--- src/rtl/shift_reg_pkg.sv ---
// Shared types and decode helpers for the multi-lane universal shift register.
// Holds the mode/state enums plus the per-cycle data-operation selector.
package shift_reg_pkg;

  typedef enum logic [2:0] {
    M_SISO_R = 3'b000,
    M_SISO_L = 3'b001,
    M_PISO_R = 3'b010,
    M_PIPO   = 3'b011,
    M_SIPO_R = 3'b100,
    M_ROT_R  = 3'b101,
    M_ROT_L  = 3'b110,
    M_HOLD   = 3'b111
  } mode_e;

  typedef enum logic {
    IDLE  = 1'b0,
    SHIFT = 1'b1
  } state_e;

  // Data operation applied to the register on an enabled cycle.
  typedef enum logic [2:0] {
    OP_HOLD   = 3'd0,
    OP_LOAD   = 3'd1,
    OP_SER_R  = 3'd2,
    OP_SER_L  = 3'd3,
    OP_ZERO_R = 3'd4,
    OP_ROT_R  = 3'd5,
    OP_ROT_L  = 3'd6
  } op_e;

  function automatic int cnt_w(input int beats);
    return (beats > 1) ? $clog2(beats) : 1;
  endfunction

  function automatic logic is_right(input mode_e m);
    return m inside {M_SISO_R, M_PISO_R,
                     M_SIPO_R, M_ROT_R};
  endfunction

  function automatic logic can_load(
    input mode_e  m,
    input state_e s
  );
    logic ok;
    ok = 1'b0;
    unique case (1'b1)
      (m inside {M_SISO_R, M_SISO_L, M_PIPO,
                 M_ROT_R, M_ROT_L}): ok = 1'b1;
      (m == M_PISO_R):             ok = (s == IDLE);
      default:                     ok = 1'b0;
    endcase
    return ok;
  endfunction

  // Next-shift data selector; a fired load always wins over a shift.
  function automatic op_e next_op(
    input mode_e  m,
    input state_e s,
    input logic   fire
  );
    op_e op;
    op = OP_HOLD;
    unique case (m)
      M_SISO_R: op = fire ? OP_LOAD : OP_SER_R;
      M_SISO_L: op = fire ? OP_LOAD : OP_SER_L;
      M_PISO_R: begin
        if (s == SHIFT) op = OP_ZERO_R;
        else if (fire)  op = OP_LOAD;
        else            op = OP_HOLD;
      end
      M_PIPO:   op = fire ? OP_LOAD : OP_HOLD;
      M_SIPO_R: op = OP_SER_R;
      M_ROT_R:  op = fire ? OP_LOAD : OP_ROT_R;
      M_ROT_L:  op = fire ? OP_LOAD : OP_ROT_L;
      M_HOLD:   op = OP_HOLD;
      default:  op = OP_HOLD;
    endcase
    return op;
  endfunction

endpackage

--- src/rtl/shift_beat_cnt.sv ---
// Beat counter shared by the PISO and SIPO word paths.
// Ports: clk, rst (sync, high), inc, clr -> cnt, last (current beat is final).
module shift_beat_cnt
  import shift_reg_pkg::*;
#(
  parameter int BEATS = 4
) (
  input  logic                    clk,
  input  logic                    rst,
  input  logic                    inc,
  input  logic                    clr,
  output logic [cnt_w(BEATS)-1:0] cnt,
  output logic                    last
);

  localparam int CW = cnt_w(BEATS);
  localparam logic [CW-1:0] LAST = CW'(BEATS - 1);

  logic [CW-1:0] cnt_q;
  logic [CW-1:0] cnt_d;
  logic [CW-1:0] base;

  // A clear in the same cycle makes this beat number zero,
  // so the beat taken alongside a clear is counted.
  always_comb begin
    base  = clr ? '0 : cnt_q;
    cnt_d = base;
    if (inc) begin
      cnt_d = (base == LAST) ? '0 : base + CW'(1);
    end
  end

  always_ff @(posedge clk) begin
    if (rst) begin
      cnt_q <= '0;
    end else begin
      cnt_q <= cnt_d;
    end
  end

  assign cnt  = cnt_q;
  assign last = (base == LAST);

endmodule

--- src/rtl/shift_reg_multi.sv ---
// Universal shift register with LANES-wide serial lanes, beat counting,
// a parallel-load valid/ready handshake and word-complete pulses.
// Ports: clk, rst (sync, high), enable, mode[2:0], load_valid/load_ready,
//   parallel_in, ser_in -> ser_out, parallel_out, word_valid, shift_done,
//   busy; parity_out only when SHREG_PARITY_EN is defined.
module shift_reg_multi
  import shift_reg_pkg::*;
#(
  parameter int WIDTH = 128,
  parameter int LANES = 1
) (
  input  logic             clk,
  input  logic             rst,
  input  logic             enable,
  input  logic [2:0]       mode,
  input  logic             load_valid,
  output logic             load_ready,
  input  logic [WIDTH-1:0] parallel_in,
  input  logic [LANES-1:0] ser_in,
  output logic [LANES-1:0] ser_out,
  output logic [WIDTH-1:0] parallel_out,
  output logic             word_valid,
  output logic             shift_done,
  output logic             busy
`ifdef SHREG_PARITY_EN
  ,
  output logic             parity_out
`endif
);

  localparam int BEATS = WIDTH / LANES;
  localparam int CW    = cnt_w(BEATS);

  logic [WIDTH-1:0] reg_q;
  logic [WIDTH-1:0] reg_d;
  state_e           state_q;
  state_e           state_d;
  logic [2:0]       mode_q;
  logic [2:0]       mode_d;
  logic             wv_q;
  logic             wv_d;
  logic             sd_q;
  logic             sd_d;

  mode_e            m;
  logic             mode_chg;
  state_e           st_eff;
  logic             fire;
  op_e              op;

  logic             piso_idle;
  logic             piso_run;
  logic             sipo;

  logic [CW-1:0]    cnt;
  logic             cnt_last;
  logic             cnt_inc;
  logic             cnt_clr;
  logic             unused_cnt;

  assign m        = mode_e'(mode);
  assign mode_d   = mode;
  assign mode_chg = (mode != mode_q);

  // A mode switch abandons any word in flight: the FSM is
  // treated as IDLE for this cycle and the count restarts.
  assign st_eff = mode_chg ? IDLE : state_q;

  assign load_ready = !rst && enable
                      && can_load(m, st_eff);
  assign fire       = load_valid && load_ready;
  assign op         = next_op(m, st_eff, fire);

  assign piso_idle = (m == M_PISO_R)
                     && (st_eff == IDLE);
  assign piso_run  = (m == M_PISO_R)
                     && (st_eff == SHIFT);
  assign sipo      = (m == M_SIPO_R);

  assign cnt_clr = enable
                   && (mode_chg || (piso_idle && fire));
  assign cnt_inc = enable && (sipo || piso_run);

  shift_beat_cnt #(
    .BEATS(BEATS)
  ) u_cnt (
    .clk (clk),
    .rst (rst),
    .inc (cnt_inc),
    .clr (cnt_clr),
    .cnt (cnt),
    .last(cnt_last)
  );

  assign unused_cnt = ^cnt;

  always_comb begin
    reg_d = reg_q;
    if (enable) begin
      case (op)
        OP_LOAD:
          reg_d = parallel_in;
        OP_SER_R:
          reg_d = {ser_in,
                   reg_q[WIDTH-1:LANES]};
        OP_SER_L:
          reg_d = {reg_q[WIDTH-1-LANES:0],
                   ser_in};
        OP_ZERO_R:
          reg_d = {{LANES{1'b0}},
                   reg_q[WIDTH-1:LANES]};
        OP_ROT_R:
          reg_d = {reg_q[LANES-1:0],
                   reg_q[WIDTH-1:LANES]};
        OP_ROT_L:
          reg_d = {reg_q[WIDTH-1-LANES:0],
                   reg_q[WIDTH-1:WIDTH-LANES]};
        default:
          reg_d = reg_q;
      endcase
    end
  end

  always_comb begin
    state_d = state_q;
    wv_d    = 1'b0;
    sd_d    = 1'b0;
    if (enable) begin
      state_d = st_eff;
      unique case (1'b1)
        piso_idle: begin
          if (fire) state_d = SHIFT;
        end
        piso_run: begin
          if (cnt_last) begin
            state_d = IDLE;
            sd_d    = 1'b1;
          end
        end
        sipo: begin
          wv_d = cnt_last;
        end
        default: begin
        end
      endcase
    end
  end

  always_ff @(posedge clk) begin
    if (rst) begin
      reg_q   <= '0;
      state_q <= IDLE;
      mode_q  <= 3'b000;
      wv_q    <= 1'b0;
      sd_q    <= 1'b0;
    end else begin
      reg_q   <= reg_d;
      state_q <= state_d;
      mode_q  <= mode_d;
      wv_q    <= wv_d;
      sd_q    <= sd_d;
    end
  end

`ifdef SHREG_PARITY_EN
  logic par_q;
  logic par_d;

  always_comb begin
    par_d = par_q;
    if (fire) begin
      par_d = ^parallel_in;
    end else if (wv_d) begin
      par_d = ^reg_d;
    end
  end

  always_ff @(posedge clk) begin
    if (rst) begin
      par_q <= 1'b0;
    end else begin
      par_q <= par_d;
    end
  end

  assign parity_out = par_q;
`endif

  assign ser_out = is_right(m)
                   ? reg_q[LANES-1:0]
                   : reg_q[WIDTH-1:WIDTH-LANES];

  assign parallel_out = reg_q;
  assign word_valid   = wv_q;
  assign shift_done   = sd_q;
  assign busy         = (state_q == SHIFT);

endmodule

--- config.mk ---
export PLATFORM = sky130hd
export DESIGN_NAME = shift_reg_multi
export DESIGN_NICKNAME = d
export VERILOG_FILES = /design/src/rtl/shift_reg_pkg.sv /design/src/rtl/shift_beat_cnt.sv /design/src/rtl/shift_reg_multi.sv
export SDC_FILE = /design/constraint.sdc
export NUM_CORES = 1
export LEC_CHECK = 0
export CAP_MARGIN = 20
export CORE_ASPECT_RATIO = 0.8
export CORE_MARGIN = 2
export CORE_UTILIZATION = 44
export CTS_CLUSTER_DIAMETER = 40
export DETAILED_ROUTE_END_ITERATION = 12
export PLACE_DENSITY = 0.78
export SLEW_MARGIN = 0
export SYNTH_ARGS = -nofsm -noshare
export SYNTH_HDL_FRONTEND = slang
export SYNTH_SLANG_ARGS = --single-unit
export TNS_END_PERCENT = 5
--- constraint.sdc ---
create_clock -name clk -period 3.4 [get_ports clk]
set_input_delay 0.51 -clock clk [delete_from_list [all_inputs] [get_ports clk]]
set_output_delay 0.51 -clock clk [all_outputs]
set_load 0.03 [all_outputs]
Word-level counts from Yosys, hierarchy flattened. Index checks and enable logic that the tools add are counted.

Register bits after elaboration: 141. Logic and storage cells: 62. Bits of input ports: 136. Output and inout bits: 133.

Add/subtract/negate cells: 1. Equality and inequality tests: 15. Bitwise operators: 4. Reductions and logical operators: 18. Multiplexer cells: 18.

Operators by type and width (number): one-hot mux 128 bit (6 select lines) (1); one-hot mux 3 bit (8 select lines) (1); == test 3 bit (second input constant) (7); two-way mux 7 bit (3); == test 3 x 2 -> 1 bit (second input constant) (4); two-way mux 3 bit (3); logical AND 1 bit (8); adder 7 x 1 -> 7 bit (second input constant) (1); == test 7 bit (second input constant) (1); == test 3 x 1 -> 1 bit (second input constant) (2); two-way mux 1 bit (6); nonzero test 6 bit (1); OR reduction 3 bit (2); nonzero test 5 bit (1); two-way mux 2 bit (2); NOT 1 bit (4); one-hot mux 1 bit (2 select lines) (2); nonzero test 4 bit (1); zero test 3 bit (1); != test 3 bit (1); logical OR 1 bit (2); AND reduction 2 bit (1); zero test 1 bit (1).

Longest topological paths before layout. Gate-level depths: netlist (run 1).

Depth after elaboration: 13. Depth in mapped cells: 11. Mapped depth without buffers: 10.

By module. From an unflattened synthesis (run 1), not the netlist that was laid out.

Cell total of the unflattened synthesis: 705. Area, all modules: 6632.6 sq um.

By module, submodules not included: shift_reg_multi (seq. area each 2682.6 sq um, cells each 663, area each 6252.2 sq um, times used 1); shift_beat_cnt (seq. area each 140.1 sq um, cells each 42, area each 380.4 sq um, times used 1).

Least setup slack after synthesis (run 1). OpenSTA, ideal clock, no wires.

Path type: input port to flip-flop. From: input port rst. To: register u_cnt.cnt_q[0] (netlist: u_cnt.cnt[0]). Cell stages on the path: 11. Arrival: 2.578 ns. Setup slack: 0.735 ns. Setup time: 0.087 ns. Required time: 3.313 ns. Cell sequence: buf_2 -> nand2b_1 -> or4_1 -> a21o_1 -> and2_1 -> ha_1 -> nand3_1 -> nor2_1 -> a31oi_2 -> nand2b_1 -> o31ai_1.

Longest elaborated chain between the ends: 11. Elaborated cells on any way between the ends: 12.

Ends and longest elaborated chain: from (decl) (RTL line shift_reg_multi.sv:13) `input logic rst,`; zero test 1 bit (RTL line shift_reg_multi.sv:69) `assign load_ready = !rst && enable`; logical AND 1 bit (RTL line shift_reg_multi.sv:69); logical AND 1 bit (RTL line shift_reg_multi.sv:70) `&& can_load(m, st_eff);`; logical AND 1 bit (RTL line shift_reg_multi.sv:71) `assign fire = load_valid && load_ready;`; logical AND 1 bit (RTL line shift_reg_multi.sv:81) `&& (mode_chg || (piso_idle && fire));`; logical OR 1 bit (RTL line shift_reg_multi.sv:81); logical AND 1 bit (RTL line shift_reg_multi.sv:81); two-way mux 7 bit (RTL line shift_beat_cnt.sv:26) `base = clr ? '0 : cnt_q;`; adder 7 x 1 -> 7 bit or == test 7 bit (tied branches) (RTL line shift_beat_cnt.sv:29) `cnt_d = (base == LAST) ? '0 : base + CW'(1);`; two-way mux 7 bit (RTL line shift_beat_cnt.sv:29); two-way mux 7 bit (RTL line shift_beat_cnt.sv:28) `if (inc) begin`; to (signal assigned) (RTL line shift_beat_cnt.sv:37) `cnt_q <= cnt_d;`; to (decl) (RTL line shift_beat_cnt.sv:19) `logic [CW-1:0] cnt_q;`.

Several ways; a longest one is shown, not always the timed one. A chain may end at the register's enable or synchronous reset.

Worst setup path after layout (run 1).
From: input port mode[0]. To: output port load_ready.

Longest elaborated chain between the ends: 5. Elaborated cells on any way between the ends: 12.

Ends and longest elaborated chain: from (decl) (RTL line shift_reg_multi.sv:15) `input logic [2:0] mode,`; != test 3 bit (RTL line shift_reg_multi.sv:63) `assign mode_chg = (mode != mode_q);`; two-way mux 1 bit (RTL line shift_reg_multi.sv:67) `assign st_eff = mode_chg ? IDLE : state_q;`; NOT 1 bit (RTL line shift_reg_pkg.sv:50) `(m == M_PISO_R): ok = (s == IDLE);`; one-hot mux 1 bit (2 select lines) (*) (RTL line shift_reg_pkg.sv:47) `unique case (1'b1)`; logical AND 1 bit (*) (RTL line shift_reg_multi.sv:70); to (decl) (RTL line shift_reg_multi.sv:17) `output logic load_ready,`.

Every way passes the cells marked *; elsewhere a longest branch is shown, timed or not.

==> metrics.md, run 1 <==
| Metric | Value |
|---|---|
| Critical path class | in2out |
| Worst hold stages | 2 |
| Worst path arrival time | about 2.6 ns |
| Worst EP required | 2.89 ns |
| Initial antenna violation count | 0 |
| Die Area | 16800 um2 |
| Critical path fanouts, max | 13 |
| Core ar. | 15600 um2 |
| RSZ-0062 raised after global routing | no |
| DRT iter0 DRCs | ~740 |
| Reg2reg path depth | 9 |
| Yosys top cell area share | roughly two fifths |
| Final HPWL DP | between 15 and 20 mm |
| Top sig layer | met4 |
| VDD IR max | 0.000318 V |
| Fillers | 1262 |
| CTS buffer count | 17 |
| Leakage | 0.00371 uW |
| CTS hold repair buffers | 0 |
| WP depth | 7 |
| Initial Utilization | 44.5% |
| Nets | 1210 |
| PortBufs | 268 |
| Worst-Margin Slew | roughly 1 ns |
| Max-cap violations | 0 |
| Core Util, Final | slightly below 70% |
| Max incr delay on CP | 0.74 ns |
| Share of layout cells above drive strength 1 | 6.91% |
| Global-route wire length before repair | 36.7 mm |
| Vias in the first global route | between 7000 and 8000 |
| Setup bufs post-CTS | 0 |
| Metal2 WL | 10.3 mm |
| Max Clock Freq | 318 MHz |
| Total Neg Setup Slack | 0 ns |
| Buffers & Inverters on Critical Path | 3 |
| Clock Tree Buf Depth | 2 |
| Via Count | between 7000 and 8000 |
| Syn_nets | approximately 1000 |
| DRC Markers | 0 |
| Critical path's top delay family | buffers and inverters |
| Post-Syn Area | around 7000 um2 |
| Metal3 WL | between 2 and 2.5 mm |
| Crit share post-route | approximately 93% |
| Routability cong. | 0.866 |
| Largest net degree at the start of global routing | 89 |
| Synthesis Warnings | 0 |
| Post-CTS Resized | 0 |
| Post-synth EDFFs | 0 |
| Relative slew slack | approximately a third |
| CTS tree | yes |
| Fin. Hold Viols | 0 |
| Antenna viol nets, final | 0 |
| GRT Residual Overflow | 0 |
| Final min period | 3.15 ns |
| Die height | 116 um |
| Multi-input gate area | 3750 um2 |
| Worst Skew | 0.00868 ns |
| ANT cells | 0 |
| 1st-pass router iterations | 6 |
| Setup Viol. Count Final | 0 |
| Post-synth ARST share | 0% |
| Area Overhead vs Synth | 51.1% |
| Htree depth | 4 |
| PD cells | 489 nW/um2 |
| Clk slew on worst S/H paths | 0.06 ns |
| Ys flop type | dfxtp_1 |
| Overall routing resource usage | between 20% and 30% |
| Root Buffer | clkbuf_16 |
| Die W | between 100 and 150 um |
| Hold Crit Class | reg2reg |
| Drt wl/cell | 17.9 um |
| Critical Path Source Type | input port |
| Outcome | completed |
| Slowest CP cell | clkdlybuf4s50_1 |
| Wl on met1 | 10.6 mm |
| Dominant cells by area after synthesis | dfxtp_1 41%, a221oi_1 16%, a211oi_1 14% |
| Netlist cell types | 51 |
| Max-slew violation count | 0 |
| Register area | 2820 um2 |
| IO Count | 269 |
| Syn avg cell area | ~8.3 um2 |
| Total Wirelength | roughly 23 mm |
| Crit path cell chain | clkdlybuf4s50_1, buf_4, xnor2_1, nand4_2, nor2_1, nor4b_1, clkdlybuf4s50_1 |
| Mapped Cells | approximately 840 |
| FP Rows | 41 |
| CP endpoint kind | output port |
| Seq cells post-synth | 141 |
| Cell mode on critical path | clkdlybuf4s50_1 |
| Skew-Pair Late Insertion Delay | 0.42 ns |
| Hold slack | approximately 0.48 ns |
| Area leader, netlist | dfxtp_1 |
| Clock Sink Count | roughly 140 |
| Sequential element share of the synthesized area | 40.6% |
| Vias/cell | slightly below 6 |
## power by group
group	switching (uW)	internal, uW	leakage, uW	total (uW)
Sequential	149	1780	0.00116	1930
Clock	755	1150	0.000290	1910
Combinational	718	585	0.00226	1300
Total	1620	3520	0.00371	5150
## sequential cells by signal, indices dropped and copies added, names as in the netlist
signal / cells
parallel_out: 128
u_cnt.cnt: 7
busy: 1
mode_q: 3
shift_done: 1
word_valid: 1
## Yosys cell counts (all sizes together), types with 2 or more instances
master	count
a211oi	128
a21oi	9
a221oi	126
a31oi	4
and2	3
buf	42
clkbuf	45
dfxtp	141
inv	4
mux2i	2
nand2	132
nand2b	8
nand3	10
nand3b	3
nor2	137
nor2b	6
nor3	6
nor4	2
o211ai	2
o21ai	3
o32ai	2
xnor2	5
## final timing paths
| path | from | end | slack (ns) |
|---|---|---|---|
| setup / recovery | mode[0] | load_ready | 0.25 |
| hold / removal | u_cnt.cnt[1] | u_cnt.cnt[1] | 0.48 |
| setup reg to reg | busy | busy | 0.73 |
| hold reg to reg | u_cnt.cnt[1] | u_cnt.cnt[1] | 0.48 |
## per-stage QoR
| stage | setup WS, ns | cells | instance area, um2 | power (uW) |
|---|---|---|---|---|
| floorplan | 0.735 | 842 | 6960 | 2670 |
| global placement | 0.170 | 1269 | 9920 | 3250 |
| detailed placement | 0.128 | 1269 | 9920 | 3260 |
| CTS | 0.287 | 1301 | 10500 | 5160 |
| global route | 0.172 | 1301 | 10500 | 5360 |
| finish | 0.255 | 1301 | 10500 | 5150 |
## routing by layer
layer / GRT usage [%] / vias to the layer above
met3: 7.18 / 36
met4: 8.09 / 0
met2: 40.3 / 361
met1: 38.4 / 3688
li1: - / 3664
met5: 0 / -
## layout by cell type, fill, tap and decap left out, types with 8 or more instances in the layout
cell type	n
nand2_1	132
nor2_1	136
clkbuf_16	17
a211oi_1	128
nand3_1	10
clkdlybuf4s50_1	267
dfxtp_1	141
nand2b_1	8
a21oi_1	8
buf_12	12
buf_4	20
a221oi_1	126
## cells by family (layout without fill, tap and decap cells)
group                      after synthesis  after routing  synth area share, %
AOI/OAI and AO/OA                      284            284                 33.1
xor gates and xnor gates                 5              5                0.629
adders and majority gates                2              2                0.342
buffers and inverters                   91            335                 5.91
DFF                                    141            141                 40.6
muxes                                    3              3                0.449
and+or+nand+nor                        316            316                 19.0
## area by class of cell
cell class	count	area share (%)
Clock inverter	14	1.61
Timing Repair Buffer	299	29.1
Tap cell	215	2.56
Multi-Input combinational cell	610	35.6
Sequential cell	141	26.8
Clock buffer	18	4.08
Inverter	4	0.143
## worst min-delay path: cells and delay by family, from the launching register on
family	cells	cell delay, ns
and+or+nand+nor	1	0.06
AOI/OAI and AO/OA	1	0.05
DFF	1	0.31
Note: power is estimated with default switching activity, not from simulation.
==> inputs of run 2 (changes only) <==
--- a/config.mk
+++ b/config.mk
@@ -11,6 +11,7 @@
 export CORE_UTILIZATION = 44
 export CTS_CLUSTER_DIAMETER = 40
 export DETAILED_ROUTE_END_ITERATION = 12
+export GPL_TIMING_DRIVEN = 0
 export PLACE_DENSITY = 0.78
 export SLEW_MARGIN = 0
 export SYNTH_ARGS = -nofsm -noshare
==> metrics.md, run 2 (same netlist as run 1, synthesis figures left out) <==
| Metric | Value |
|---|---|
| Skew-Pair Late Insertion Delay | 0.43 ns |
| Drt wl/cell | around 18 um |
| CP endpoint kind | output port |
| FP Rows | 41 |
| Placed insts | 1324 |
| Max-slew violation count | 0 |
| Critical Path Source Type | input port |
| Max-cap violations | 0 |
| DRC Markers | 0 |
| Largest net degree at the start of global routing | 17 |
| VDD IR max | 0.000316 V |
| Area Overhead vs Synth | 50.5% |
| PortBufs | 267 |
| Setup bufs post-CTS | 0 |
| Vias/cell | 5.93 |
| Initial Utilization | 44.5% |
| Crit share post-route | 94.9% |
| Final min period | approximately 3.2 ns |
| GRT Residual Overflow | 0 |
| Overall routing resource usage | 28.1% |
| Post-CTS Resized | 0 |
| Commonest non-fill, non-tap cell in the layout | clkdlybuf4s50_1 |
| PD cells | 483 nW/um2 |
| Worst EP required | 2.89 ns |
| ANT cells | 0 |
| Global-route wire length before repair | around 37 mm |
| Vias in the first global route | 7154 |
| Reg2reg path depth | 9 |
| Hold slack | 0.489 ns |
| Core Util, Final | between 60% and 70% |
| Clock Tree Buf Depth | 2 |
| Worst-Margin Slew | 0.645 ns |
| Core ar. | between 15000 and 20000 um2 |
| Final instance area | 10500 um2 |
| Die W | 145 um |
| Routability cong. | 0.921 |
| Fillers | 1317 |
| IO Count | around 270 |
| Outcome | completed |
| P_int | 3460 uW |
| Clock Sink Count | 141 |
| Antenna viol nets, final | 0 |
| DP Area | 9900 um2 |
| Max Clock Freq | 310 MHz |
| Die Area | 16800 um2 |
| CTS tree | yes |
| CTS buffer count | 17 |
| CTS hold repair buffers | 0 |
| Critical path fanouts, max | 5 |
| Clk slew on worst S/H paths | about 0.06 ns |
| RSZ-0062 raised after global routing | no |
| DRT iter0 DRCs | 726 |
| Share of layout cells above drive strength 1 | 7.37% |
| Worst hold stages | 2 |
| Total Wirelength | 24.2 mm |
| Worst path arrival time | 2.72 ns |
| Clk pwr share | 36.1% |
| Sequential Power Share | 38.3% |
| Htree depth | 4 |
| Max FFs per register | 128 |
| Layout Cells excl Fill | ~1400 |
| Final HPWL DP | 17.5 mm |
| Worst Skew | 0.00925 ns |
| Nets | 1265 |
| Total Power | 5060 uW |
| Via Count | 8039 |
| Hold Crit Class | reg2reg |
| Die height | between 100 and 150 um |
| Setup Viol. Count Final | 0 |
| Most frequent cells in the layout | 267 x clkdlybuf4s50_1, 141 x dfxtp_1, 136 x nor2_1, 132 x nand2_1, 128 x a211oi_1 |
| Leakage | 0.00373 uW |
| Net Switching | 1600 uW |
| 1st-pass router iterations | 6 |
| Logic pwr share | 25.6% |
| Fin. Hold Viols | 0 |
| Switch share | 31.7% |
| Critical path class | in2out |
| Root Buffer | clkbuf_16 |
| Relative slew slack | 57.0% |
| Initial antenna violation count | 0 |
-- run 2: area by class of cell --
class                      instances  area, um2  share of cell area (%)
multi-input combinational        610       3730                    35.6
sequential                       141       2820                    26.9
timing repair buffer             267       2670                    25.5
clock buffer                      19        453                    4.32
buffer                            87        397                    3.79
tap                              215        269                    2.57
clock inverter                    12        120                    1.15
inverter                           4       15.0                   0.143
-- run 2: critical path: stages --
cell and delay (ns):
clkdlybuf4s50_1 0.57, xnor2_1 0.16, nand4_2 0.22, nor2_1 0.08, nor4b_1 0.40, clkdlybuf4s50_1 0.76
-- run 2: per-stage QoR --
stage / TNS (ns) / setup WS (ns)
4_1_cts: 0 / 0.253
3_5_place_dp: -0.581 / -0.124
6_report: 0 / 0.174
5_1_grt: 0 / 0.0128
2_1_floorplan: 0 / 0.735
3_3_place_gp: -0.289 / -0.0750
-- run 2: power groups by stage --
stage | registers (uW) | clock network [uW] | logic (uW)
6_report | 1940 | 1830 | 1300
4_1_cts | 1930 | 1840 | 1290
5_1_grt | 1950 | 1920 | 1390
3_5_place_dp | 1960 | 0 | 1290
2_1_floorplan | 2180 | 0 | 490
3_3_place_gp | 1960 | 0 | 1270
-- run 2: worst paths after layout --
kind / start / end / slack (ns)
worst min-delay path: u_cnt.cnt[1] / u_cnt.cnt[1] / 0.49
worst max register to register: mode_q[0] / word_valid / 0.70
worst min register to register: u_cnt.cnt[1] / u_cnt.cnt[1] / 0.49
worst max-delay path: mode[0] / load_ready / 0.17
-- run 2: per-layer routing --
layer	part of all wire, %	wire, um	global-route usage [%]	up-vias
li1	-	-	-	3778
met1	46	11100	39.9	3819
met2	44	10800	43.0	405
met3	8.4	2040	6.77	37
met4	1.6	382	7.06	0
met5	0	0	0	-
==> inputs of run 3 (changes only) <==
--- a/config.mk
+++ b/config.mk
@@ -8,11 +8,12 @@
 export CAP_MARGIN = 20
 export CORE_ASPECT_RATIO = 0.8
 export CORE_MARGIN = 2
-export CORE_UTILIZATION = 44
+export CORE_UTILIZATION = 46
+export CTS_BUF_LIST = sky130_fd_sc_hd__clkbuf_8
 export CTS_CLUSTER_DIAMETER = 40
 export DETAILED_ROUTE_END_ITERATION = 12
 export GPL_TIMING_DRIVEN = 0
-export PLACE_DENSITY = 0.78
+export PLACE_DENSITY = 0.82
 export SLEW_MARGIN = 0
 export SYNTH_ARGS = -nofsm -noshare
 export SYNTH_HDL_FRONTEND = slang
==> metrics.md, run 3 (same netlist as run 1, synthesis figures left out) <==
| Metric | Value |
|---|---|
| Crit share post-route | roughly nine tenths |
| Max Clock Freq | 321 MHz |
| Root Buffer | clkbuf_8 |
| Via Count | 8006 |
| CTS tree | yes |
| Final setup margin | 0.286 ns |
| Critical path fanouts, max | 5 |
| Relative slew slack | 50.8% |
| Min-delay src | rst |
| Hold slack | 0.479 ns |
| Area Overhead vs Synth | 47.6% |
| Reg2reg path depth | 9 |
| Share of layout cells above drive strength 1 | 7.36% |
| Worst Setup SP | mode[0] |
| Slowest CP cell | clkdlybuf4s50_1 |
| Vias/cell | 6.02 |
| Core ar. | about 15000 um2 |
| Setup Viol. Count Final | 0 |
| Pre-CTS setup slack | -0.119 ns |
| Antenna viol nets, final | 0 |
| Cell mode on critical path | clkdlybuf4s50_1 |
| Critical path class | in2out |
| PortBufs | 267 |
| ANT cells | 0 |
| VDD IR max | 0.000249 V |
| Post-CTS Resized | 0 |
| Max FFs per register | roughly 130 |
| PD cells | between 400 and 500 nW/um2 |
| CTS hold repair buffers | 0 |
| Clk slew on worst S/H paths | 0.08 ns |
| Total Wirelength | 24.4 mm |
| Final HPWL DP | ~18 mm |
| Worst hold stages | 3 |
| Routability cong. | between 0.9 and 1 |
| Vias in the first global route | 7459 |
| Final min period | 3.11 ns |
| Fin. Hold Viols | 0 |
| Worst Skew | approximately 0.011 ns |
| Leakage | 0.00364 uW |
| Setup bufs post-CTS | 0 |
| Clock Sink Count | 141 |
| Hold Crit Class | in2reg |
| Die W | 142 um |
| Initial antenna violation count | 0 |
| Initial Utilization | a little under half |
| Drt wl/cell | 18.3 um |
| Clock Tree Buf Depth | 2 |
| Largest net degree at the start of global routing | 17 |
| Nets | 1265 |
| Die height | about 110 um |
| Skew-Pair Late Insertion Delay | about 0.46 ns |
| Overall routing resource usage | about 30% |
| Critical Path Source Type | input port |
| Global-route wire length before repair | 38.5 mm |
| Htree depth | 4 |
| Max-slew violation count | 0 |
| Die Area | 16100 um2 |
| DRC Markers | 0 |
| RSZ-0062 raised after global routing | no |
| Most frequent cells in the layout | 267 x clkdlybuf4s50_1, 141 x dfxtp_1, 136 x nor2_1, 132 x nand2_1, 128 x a211oi_1 |
| 1st-pass router iterations | 6 |
| Worst-Margin Slew | 0.738 ns |
| Commonest non-fill, non-tap cell in the layout | clkdlybuf4s50_1 |
| Register area | 2820 um2 |
| CP endpoint kind | output port |
| Multi-input gate area | 3730 um2 |
| GRT Residual Overflow | 0 |
| Worst EP required | 2.89 ns |
| FP Rows | 40 |
| Outcome | completed |
| CTS buffer count | 17 |
| DRT iter0 DRCs | 654 |
| Critical R2R Launch | mode_q[0] |
| Worst path arrival time | approximately 2.6 ns |
| Fillers | 1213 |
| IO Count | 269 |
| Crit path cell chain | clkdlybuf4s50_1, xnor2_1, nand4_2, nor2_1, nor4b_1, clkdlybuf4s50_1 |
| Max-cap violations | 0 |
| Max incr delay on CP | 0.75 ns |
==> run 3: cell types whose count changed in the layout (fill, tap and decap cells not counted), sizes merged <==
cell	before	now
clkinvlp	1	5
clkinv	8	3
clkbuf	64	66
==> run 3: per-stage QoR <==
step                TNS [ns]  util [%]  cells  power [uW]  cell area (um2)
floorplan                  0         -    842        2670             6960
global placement      -0.278      66.2   1298        3230             9870
detailed placement    -0.435      66.2   1298        3250             9870
CTS                        0      68.9   1330        4620            10300
global route               0      68.9   1330        4830            10300
finish                     0      68.9   1330        4620            10300
==> run 3: metal layers <==
metal  track usage (%)  routed length [um]  up-vias
met5                 0                   0        -
met4              11.5                 716        0
met3              7.47                2100       57
met2              44.2               10500      388
met1              41.9               11000     3785
li1                  -                   -     3776
==> run 3: path summary, 6_finish.rpt <==
path	slack, ns	end
worst min-delay path	0.48	u_cnt.cnt[0]
worst max-delay path	0.29	load_ready
worst min register to register	0.48	u_cnt.cnt[1]
worst max register to register	0.70	word_valid
==> run 3: final cells by class <==
cell class	instances	share of cell area, %
buffer	87	3.86
timing repair buffer	267	26.0
inverter	4	0.146
tap	189	2.30
sequential	141	27.5
multi-input combinational	610	36.3
clock buffer	21	2.81
clock inverter	11	1.13
==> run 3: power breakdown <==
part	total, uW	switching (uW)	internal (uW)
Sequential	1930	152	1780
Clock	1390	669	722
Combinational	1300	733	566
Total	4620	1550	3070
==> run 3: worst max-delay path: cells and delay by family <==
kind,cells,cell delay (ns)
buffers and inverters,2,1.32
and+or+nand+nor,3,0.62
xor gates and xnor gates,1,0.16
